**src/rtl/div_pkg.sv**
```systemverilog
// Shared types and constants for the sequential divider.
// State encoding, default width and divide-by-zero quotient.
package div_pkg;

  typedef enum logic [1:0] {
    IDLE,
    RUN,
    DONE
  } state_t;

  localparam int DIV_W = 8;

  localparam logic [DIV_W-1:0] DIV_ZQ = '1;

endpackage

```
**src/rtl/addsub_w.sv**
```systemverilog
// W-bit ripple subtractor: diff = x + ~y + 1.
// borrow is the inverted carry out of the top bit.
module addsub_w #(
  parameter int W = 9
) (
  input  logic [W-1:0] x,
  input  logic [W-1:0] y,
  output logic [W-1:0] diff,
  output logic         borrow
);

  logic [W:0] c;
  logic       yn;

  // carry chain, one full adder per bit
  always_comb begin
    c    = '0;
    diff = '0;
    yn   = 1'b0;
    c[0] = 1'b1;
    for (int i = 0; i < W; i++) begin
      yn       = ~y[i];
      diff[i]  = x[i] ^ yn ^ c[i];
      c[i+1]   = (x[i] & yn) | (x[i] & c[i]) | (yn & c[i]);
    end
  end

  assign borrow = ~c[W];

endmodule

```
**src/rtl/divider8_seq.sv**
```systemverilog
// Sequential restoring divider, one quotient bit per clock.
// DIV_SIGNED_EN selects two's complement operands.
module divider8_seq
  import div_pkg::*;
#(
  parameter int WIDTH = DIV_W
) (
  input  logic             clk,
  input  logic             rst,
  input  logic             start,
  input  logic [WIDTH-1:0] dividend,
  input  logic [WIDTH-1:0] divisor,
  output logic             ready,
  output logic             busy,
  output logic             valid,
  output logic [WIDTH-1:0] quotient,
  output logic [WIDTH-1:0] remainder,
  output logic             div_by_zero,
  output logic             overflow
);

  localparam int CW = $clog2(WIDTH);

  state_t           state, nstate;
  logic [CW-1:0]    cnt;
  logic [WIDTH:0]   p;
  logic [WIDTH-1:0] q;
  logic [WIDTH-1:0] dvs;

  logic             accept;
  logic             dz;
  logic [WIDTH:0]   pp;
  logic [WIDTH:0]   d;
  logic             bw;
  logic [WIDTH:0]   pn;
  logic [WIDTH-1:0] qn;
  logic [WIDTH-1:0] a_mag;
  logic [WIDTH-1:0] b_mag;
  logic [WIDTH-1:0] res_q;
  logic [WIDTH-1:0] res_r;

  assign ready  = (state != RUN);
  assign busy   = (state == RUN);
  assign valid  = (state == DONE);
  assign accept = start & ready;
  assign dz     = (divisor == '0);

  assign pp = {p[WIDTH-1:0], q[WIDTH-1]};

  addsub_w #(.W(WIDTH+1)) u_trial (
    .x      (pp),
    .y      ({1'b0, dvs}),
    .diff   (d),
    .borrow (bw)
  );

  assign pn = bw ? pp : d;
  assign qn = {q[WIDTH-2:0], ~bw};

`ifdef DIV_SIGNED_EN
  logic [WIDTH-1:0] na, nb, nq, nr;
  logic             bw_a, bw_b, bw_q, bw_r;
  logic             qneg, rneg, ovf_r, ovf;

  addsub_w #(.W(WIDTH)) u_nega (
    .x('0), .y(dividend), .diff(na), .borrow(bw_a)
  );
  addsub_w #(.W(WIDTH)) u_negb (
    .x('0), .y(divisor), .diff(nb), .borrow(bw_b)
  );
  addsub_w #(.W(WIDTH)) u_negq (
    .x('0), .y(qn), .diff(nq), .borrow(bw_q)
  );
  addsub_w #(.W(WIDTH)) u_negr (
    .x('0), .y(pn[WIDTH-1:0]), .diff(nr), .borrow(bw_r)
  );

  assign a_mag    = dividend[WIDTH-1] ? na : dividend;
  assign b_mag    = divisor[WIDTH-1] ? nb : divisor;
  assign res_q    = qneg ? nq : qn;
  assign res_r    = rneg ? nr : pn[WIDTH-1:0];
  assign overflow = ovf;

  // operand signs and the most-negative / -1 case, latched at accept
  always_ff @(posedge clk or posedge rst) begin
    if (rst) begin
      qneg  <= 1'b0;
      rneg  <= 1'b0;
      ovf_r <= 1'b0;
      ovf   <= 1'b0;
    end else if (accept) begin
      qneg  <= dividend[WIDTH-1] ^ divisor[WIDTH-1];
      rneg  <= dividend[WIDTH-1];
      ovf_r <= (dividend == {1'b1, {(WIDTH-1){1'b0}}}) &&
               (&divisor);
      if (dz)
        ovf <= 1'b0;
    end else if (state == RUN && cnt == '0) begin
      ovf <= ovf_r;
    end
  end
`else
  assign a_mag    = dividend;
  assign b_mag    = divisor;
  assign res_q    = qn;
  assign res_r    = pn[WIDTH-1:0];
  assign overflow = 1'b0;
`endif

  // state register
  always_ff @(posedge clk or posedge rst) begin
    if (rst)
      state <= IDLE;
    else
      state <= nstate;
  end

  // next state: DONE accepts start exactly like IDLE
  always_comb begin
    nstate = state;
    unique case (state)
      IDLE, DONE: begin
        if (start)
          nstate = dz ? DONE : RUN;
        else
          nstate = IDLE;
      end
      RUN: begin
        if (cnt == '0)
          nstate = DONE;
      end
      default: nstate = IDLE;
    endcase
  end

  // datapath and result registers
  always_ff @(posedge clk or posedge rst) begin
    if (rst) begin
      cnt         <= '0;
      p           <= '0;
      q           <= '0;
      dvs         <= '0;
      quotient    <= '0;
      remainder   <= '0;
      div_by_zero <= 1'b0;
    end else if (accept) begin
      if (dz) begin
        quotient    <= {WIDTH{&DIV_ZQ}};
        remainder   <= dividend;
        div_by_zero <= 1'b1;
      end else begin
        p   <= '0;
        q   <= a_mag;
        dvs <= b_mag;
        cnt <= CW'(WIDTH-1);
      end
    end else if (state == RUN) begin
      p   <= pn;
      q   <= qn;
      cnt <= cnt - 1'b1;
      if (cnt == '0) begin
        quotient    <= res_q;
        remainder   <= res_r;
        div_by_zero <= 1'b0;
      end
    end
  end

endmodule
```
**config.mk**
```make
export PLATFORM = sky130hd
export DESIGN_NAME = divider8_seq
export DESIGN_NICKNAME = d
export VERILOG_FILES = /design/src/rtl/div_pkg.sv /design/src/rtl/addsub_w.sv /design/src/rtl/divider8_seq.sv
export SDC_FILE = /design/constraint.sdc
export NUM_CORES = 1
export LEC_CHECK = 0
export CAP_MARGIN = 20
export CORE_MARGIN = 5
export CORE_UTILIZATION = 40
export DETAILED_ROUTE_END_ITERATION = 8
export HOLD_SLACK_MARGIN = 0.15
export PLACE_DENSITY = 0.67
export SLEW_MARGIN = 10
export SYNTH_ARGS = -nofsm -noshare
export SYNTH_HDL_FRONTEND = slang
export SYNTH_SLANG_ARGS = --single-unit
```
**constraint.sdc**
```tcl
create_clock -name clk -period 12.6 [get_ports clk]
set_clock_uncertainty 0.2 [all_clocks]
set_input_delay 2.52 -clock clk [delete_from_list [all_inputs] [get_ports clk]]
set_output_delay 2.52 -clock clk [all_outputs]
set_load 0.01 [all_outputs]
```
==> results.md, run 1 <==
- RSZ-0062 raised after global routing: false
- # hold bufs at CTS: 0
- DR vias/cell: 5.60
- Main synth FF type: dfrtp_1
- ANT nets after route: 0
- Nets: 290
- Worst-skew pair later-pin latency: 290 ps
- Worst Tran Pin Value: 1000 ps
- Share of synthesized flip-flops with an asynchronous set or reset: 100%
- Clock slew at reported path FFs: 90 ps
- Worst vdd ir: 0.0966 mV
- Met2 usage: 22.7%
- Avg WL per Cell: 16.4 um
- Vias in the first global route: 1805
- Diodes inserted: 0
- Worst Path Arrival: 2300 ps
- H-tree levels: 2
- Tot GR Track Use: 15.6%
- FMAX: 199 MHz
- GP Congestion: 0.780
- Adder-Cell Fraction of Synth Area: 7.40%
- Simple-gate share of the synthesized area: 12.1%
- Worst path required time: 9880 ps
- Register bit total from synthesis: 46
- Post-DP HPWL: 3.98 mm
- Max incr delay on CP: 670 ps
- Relative slew slack: 32.4%
- Clock power frac: 12.3%
- Die width: 87.5 um
- Family with the most delay on the worst path: buffers and inverters
- Final hold viol count: 0
- Crit path capture type: primary output
- Initial core utilization: 40.8%
- Logic pwr share: 50.1%
- Port-buffer cells: 38
- Final worst path period need: 5020 ps
- Routed Wire Length: 5.53 mm
- Grt total ovfl: 0
- Drt drc: 0
- Xor/xnor cell area share of the yosys netlist: 0%
- Router iterations before antenna repair: 5
- Tcrit/Tclk final: 39.9%
- Final setup viols: 0
- CP max stage cell: clkdlybuf4s50_1
- Post-route design area: 2910 um2
- Nature of the critical path startpoint: flip-flop
- CTS Buffer Depth: 2
- CTS resizes: 0
- Slew Limit Fails: 0
- Ratio of cells with drive above 1 in the final layout: 10.7%
- Cells after Synth: 229
- CTS buffer count: 5
- Post-DP Area: 2820 um2
- First-pass GRT wire length: 9.31 mm
- Most Crowded Layer GR: met1
- Area Growth Syn to Fin: 21.1%
- Max cap viols: 0
- Crit path buffers/inverters: 3
- Die area: 7660 um2
- Post-synth EDFFs: 0
- Met3 usage: 3.41%
- Drt first-iter violations: 160
- Initial antenna violation count: 0
- Global Route met1 Usage: 23.2%
- Yosys warns: 0
- Post-synth cell types: 43
- Post-Syn Area: 2400 um2
- TritonCTS clock tree: yes
- Pin count of the biggest net entering global routing: 47
- Status: complete, no violations
- Tightest Hold Check Type: flip-flop to flip-flop
- Sequential share of power: 37.6%
- Sequential element share of the synthesized area: 47.9%
- Flop-to-flop setup slack: 8240 ps
- Main combinational cell family by area after synthesis: compound AO/OA/AOI/OAI gates
- Number of post-CTS setup repair buffers: 0
- Int Power: 0.431 mW
- Row Count: 28
- Switching pwr: 0.292 mW
- Core area: 5890 um2
- P per Cell Area: 248 nW/um2
- Worst path cell trace: nand2b_1, buf_4, inv_1, clkdlybuf4s50_1
- Synth Area in Compound Gates: 23.4%
- Syn_nets: 258
- Syn avg cell area: 10.5 um2
- Worst Setup Path Type: flip-flop to primary output
- Multiplexer share of the synthesized area: 3.28%
- Die height: 87.5 um
- Clock sink total: 46
- # IOs: 40
- Clock Root Buffer: clkbuf_8
- Crit path max fanout: 31
- Sw frac: 40.4%
- Vias: 1886
- Lkg Pwr: 1.23 nW
- Total negative slack: 0 ps
==> metrics by stage <==
step	setup slack [ps]	total power, mW	hold WS, ps	instances	util (%)
2_1_floorplan	8450	0.515	279	229	-
3_3_place_gp	7770	0.630	282	329	48.0
3_5_place_dp	7690	0.637	296	329	48.0
4_1_cts	7570	0.731	317	337	49.4
5_1_grt	7450	0.794	341	337	49.4
6_report	7580	0.723	310	337	49.4
==> registers in the layout, indices dropped and copies added (netlist names) <==
register and flops:
cnt 3, div_by_zero 1, dvs 8, p 8
q 8, quotient 8, remainder 8, state 2
==> layer usage <==
metal	routed length (um)	vias up	share of wire, %
met3	412	4	7.5
met2	2500	66	45
met4	29	0	0.52
met5	0	-	0
met1	2580	920	47
li1	-	896	-
==> Yosys cell counts (2+ instances only) <==
master      n  share of area [%]
nand2_1     8                1.3
inv_1      16                2.5
clkbuf_1   11                1.7
a2111oi_0   7                2.6
fa_1        7                5.8
buf_2       3               0.62
or4_1       2               0.62
a211oi_1    7                2.2
ha_1        3                1.6
a221o_2     3                1.4
mux2_2      7                3.3
o31ai_1     2               0.62
o211a_1     6                2.5
a21oi_1    13                2.7
nor4_2      2                1.0
a221o_1     4                1.7
a22oi_1     2               0.62
nand2b_1    2               0.52
dfrtp_1    46                 48
o21ai_0    15                3.1
o22ai_1     7                1.8
nor2_1     35                5.5
==> cell usage in the layout, fill, tap and decap left out, types with 2 or more instances in the layout <==
| master | n |
|---|---|
| a2111oi_0 | 7 |
| a211oi_1 | 7 |
| a21oi_1 | 13 |
| a221o_1 | 4 |
| a221o_2 | 3 |
| a22oi_1 | 2 |
| buf_4 | 3 |
| clkbuf_8 | 5 |
| clkdlybuf4s50_1 | 38 |
| clkinv_1 | 2 |
| dfrtp_1 | 46 |
| fa_1 | 7 |
| ha_1 | 3 |
| inv_1 | 15 |
| mux2_2 | 7 |
| nand2_1 | 8 |
| nand2b_1 | 2 |
| nor2_1 | 35 |
| nor4_2 | 2 |
| o211a_1 | 6 |
| o21ai_0 | 15 |
| o22ai_1 | 7 |
| o31ai_1 | 2 |
| or4_1 | 2 |
==> cell type report <==
cell class | instances | area (um2)
Fill cell | 574 | 2980
Sequential cell | 46 | 1150
Multi-Input combinational cell | 150 | 1110
Timing Repair Buffer | 41 | 403
Tap cell | 75 | 93.8
Clock buffer | 6 | 72.6
Inverter | 17 | 63.8
Clock inverter | 2 | 13.8
==> worst paths after layout <==
check	start	endpoint	cells past startpoint
max reg2reg	q[7]	remainder[7]	13
min in group asynchronous	rst	quotient[0]	3
min reg2reg	div_by_zero	div_by_zero	1
max	state[1]	busy	4
min	div_by_zero	div_by_zero	1
max in group asynchronous	rst	dvs[0]	3
==> cell families after synthesis <==
logic type,count (synthesis)
adder cells (fa/ha/maj),10
buffers and inverters,33
AND/OR/NAND/NOR,58
AO/OA/AOI/OAI,74
other,1
multiplexers,7
flip-flops,46
==> power by group through the flow <==
| stage | Combinational, mW | Sequential [mW] | Clock (mW) |
|---|---|---|---|
| 2_1_floorplan | 0.246 | 0.269 | 0 |
| 3_3_place_gp | 0.356 | 0.274 | 0 |
| 3_5_place_dp | 0.361 | 0.276 | 0 |
| 4_1_cts | 0.366 | 0.273 | 0.0919 |
| 5_1_grt | 0.413 | 0.283 | 0.0986 |
| 6_report | 0.362 | 0.272 | 0.0888 |
No activity file was read; power rests on OpenSTA's default activity.
==> run 2, diff against run 1 <==
--- a/config.mk
+++ b/config.mk
@@ -10,7 +10,7 @@
 export CORE_UTILIZATION = 40
 export DETAILED_ROUTE_END_ITERATION = 8
 export HOLD_SLACK_MARGIN = 0.15
-export PLACE_DENSITY = 0.67
+export PLACE_DENSITY = 0.69
 export SLEW_MARGIN = 10
 export SYNTH_ARGS = -nofsm -noshare
 export SYNTH_HDL_FRONTEND = slang
==> constraint.sdc (replaced) <==
create_clock -name clk -period 4.1 [get_ports clk]
set_clock_uncertainty 0.2 [all_clocks]
set_input_delay 0.82 -clock clk [delete_from_list [all_inputs] [get_ports clk]]
set_output_delay 0.82 -clock clk [all_outputs]
set_load 0.01 [all_outputs]
==> results.md, run 2 (same netlist as run 1, synthesis figures left out) <==
- Commonest non-fill, non-tap cell in the layout: dfrtp_1
- Clock Root Buffer: clkbuf_8
- Vias in the first global route: 1809 (+0.22%)
- DP Worst Slack: -155 ps (-7840 ps)
- Clock sink total: 46 (unchanged)
- Worst-skew pair later-pin latency: 290 ps (about the same)
- Worst path required time: 4080 ps (-5800 ps)
- Row Count: 28 (unchanged)
- Nets: 296 (+2.1%)
- Router iterations before antenna repair: 4 (-1)
- Vias: 1909 (+1.2%)
- Sequential share of power: 35.8% (-1.8 points)
- Max cap viols: 0 (unchanged)
- Nature of the critical path startpoint: flip-flop
- Worst Setup SP: q[7]
- TritonCTS clock tree: yes
- Met3 usage: 3.22% (-0.19 points)
- Initial antenna violation count: 0 (unchanged)
- Worst Tran Pin Value: 856 ps (-149 ps)
- Grt total ovfl: 0 (unchanged)
- Lkg Pwr: 1.26 nW (+2.1%)
- Tcrit/Tclk final: 96.8%
- Fin worst setup slack: 130 ps (-7450 ps)
- First-pass GRT wire length: 9.25 mm (-0.60%)
- Post-DP HPWL: 4.12 mm (+3.4%)
- Status: complete, no violations
- # IOs: 40 (unchanged)
- Final setup viols: 0 (unchanged)
- Sw frac: 40.2% (-0.22 points)
- Crit path capture type: flip-flop
- Tightest Hold Check Type: flip-flop to flip-flop
- Start of the worst register-to-register path: q[7]
- Port-buffer cells: 38 (unchanged)
- Pin count of the biggest net entering global routing: 25 (-47%)
- Int Power: 1.40 mW (+230%)
- Crit path max fanout: 3 (-90%)
- Hold_sp: div_by_zero
- Area Growth Syn to Fin: 24.4%
- Commonest non-fill, non-tap cells in the layout: 46 x dfrtp_1, 38 x clkdlybuf4s50_1, 35 x nor2_1, 15 x inv_1, 14 x o21ai_0
- RSZ-0062 raised after global routing: false
- Diodes inserted: 0 (unchanged)
- Global Route met1 Usage: 23.0% (-0.23 points)
- Reg2reg path depth: 13 (unchanged)
- Initial core utilization: 40.8% (unchanged)
- Fin util: 50.8% (+1.3 points)
- Relative slew slack: 42.6% (+10 points)
- Final worst path period need: 3970 ps
- Core area: 5890 um2 (unchanged)
- Most Crowded Layer GR: met1
- Worst vdd ir: 0.356 mV (+270%)
- Routed Wire Length: 5.66 mm (+2.3%)
- Met2 usage: 22.5% (-0.21 points)
- CTS buffer count: 5 (unchanged)
- Die width: 87.5 um (unchanged)
- Worst Path Arrival: 3950 ps (+1650 ps)
- Die area: 7660 um2 (unchanged)
- Logic pwr share: 52.0% (+1.9 points)
- Final hold viol count: 0 (unchanged)
- P per Cell Area: 784 nW/um2 (+220%)
- DR vias/cell: 5.57 (-0.55%)
- GP Congestion: 0.813 (+4.2%)
- Worst Setup Path Type: flip-flop to flip-flop
- ANT nets after route: 0 (unchanged)
- Slew Limit Fails: 0 (unchanged)
- Drt drc: 0 (unchanged)
- Ratio of cells with drive above 1 in the final layout: 16.4% (+5.7 points)
- Clock slew at reported path FFs: 80 ps (about the same)
- H-tree levels: 2 (unchanged)
- FMAX: 252 MHz
- Die height: 87.5 um (unchanged)
- CTS Buffer Depth: 2 (unchanged)
- Clock power frac: 12.2% (about the same)
- Tot GR Track Use: 15.7% (+0.17 points)
- Drt first-iter violations: 113 (-29%)
- Avg WL per Cell: 16.5 um (+0.54%)
- Switching pwr: 0.941 mW (+220%)
- WHS Path Cells: 1 (unchanged)
-- run 2: cell types whose count changed in the layout (fill, tap and decap cells not counted), sizes merged --
cell,before,now
buf,3,9
clkinv,4,3
clkbuf,6,7
-- run 2: final timing paths --
| path | to | slack, ps |
|---|---|---|
| worst max register to register | remainder[7] | 130 |
| min in group asynchronous | quotient[7] | 700 |
| worst min-delay path | div_by_zero | 300 |
| worst max-delay path | remainder[7] | 130 |
| worst min register to register | div_by_zero | 300 |
| max in group asynchronous | p[1] | 2260 |
-- run 2: power by group through the flow --
| stage | logic (mW) | clock network, mW | registers [mW] |
|---|---|---|---|
| after detailed placement | 1.14 | 0 | 0.847 |
| after floorplan | 0.758 | 0 | 0.827 |
| after global routing | 1.36 | 0.308 | 0.873 |
| after global placement | 1.11 | 0 | 0.838 |
| final | 1.22 | 0.286 | 0.839 |
| after CTS | 1.18 | 0.295 | 0.839 |
-- run 2: what timing repair did --
item / 4_1_cts / 5_1_grt
hold buffers: 0 / 0
endpoints found under the setup margin: 18 / 15
buffers inserted: 0 / 2
hold endpoints to repair: 0 / 0
resized for setup: 7 / 6
-- run 2: final cells by class --
cell class	instances	area, um2
inverters	17	63.8
clock buffers	7	86.3
repair buffers	47	448
fillers	554	2900
well taps	75	93.8
multi-input cells	150	1140
clock inverters	1	5.00
flip-flops and latches	46	1150
-- run 2: through the flow --
| step | area [um2] | power, mW | cells | setup TNS [ps] | hold slack, ps |
|---|---|---|---|---|---|
| after global routing | 2990 | 2.54 | 343 | 0 | 337 |
| after detailed placement | 2850 | 1.99 | 333 | -1680 | 291 |
| after global placement | 2850 | 1.95 | 333 | -390 | 279 |
| after floorplan | 2400 | 1.59 | 229 | 0 | 279 |
| final | 2990 | 2.34 | 343 | 0 | 299 |
| after CTS | 2960 | 2.32 | 341 | 0 | 309 |
-- run 2: layer usage --
metal | vias up | part of all wire [%]
li1 | 911 | -
met1 | 922 | 48
met2 | 65 | 43
met3 | 11 | 6.6
met4 | 0 | 2.2
met5 | - | 0
-- run 2: critical path, stage by stage (launching register included) --
cell	delay, ps
dfrtp_1	380
inv_1	50
ha_2	180
fa_2	340
fa_2	350
fa_2	350
fa_2	350
fa_2	360
fa_2	330
inv_1	70
fa_2	430
o21ai_2	90
a21oi_2	70
a221o_2	310
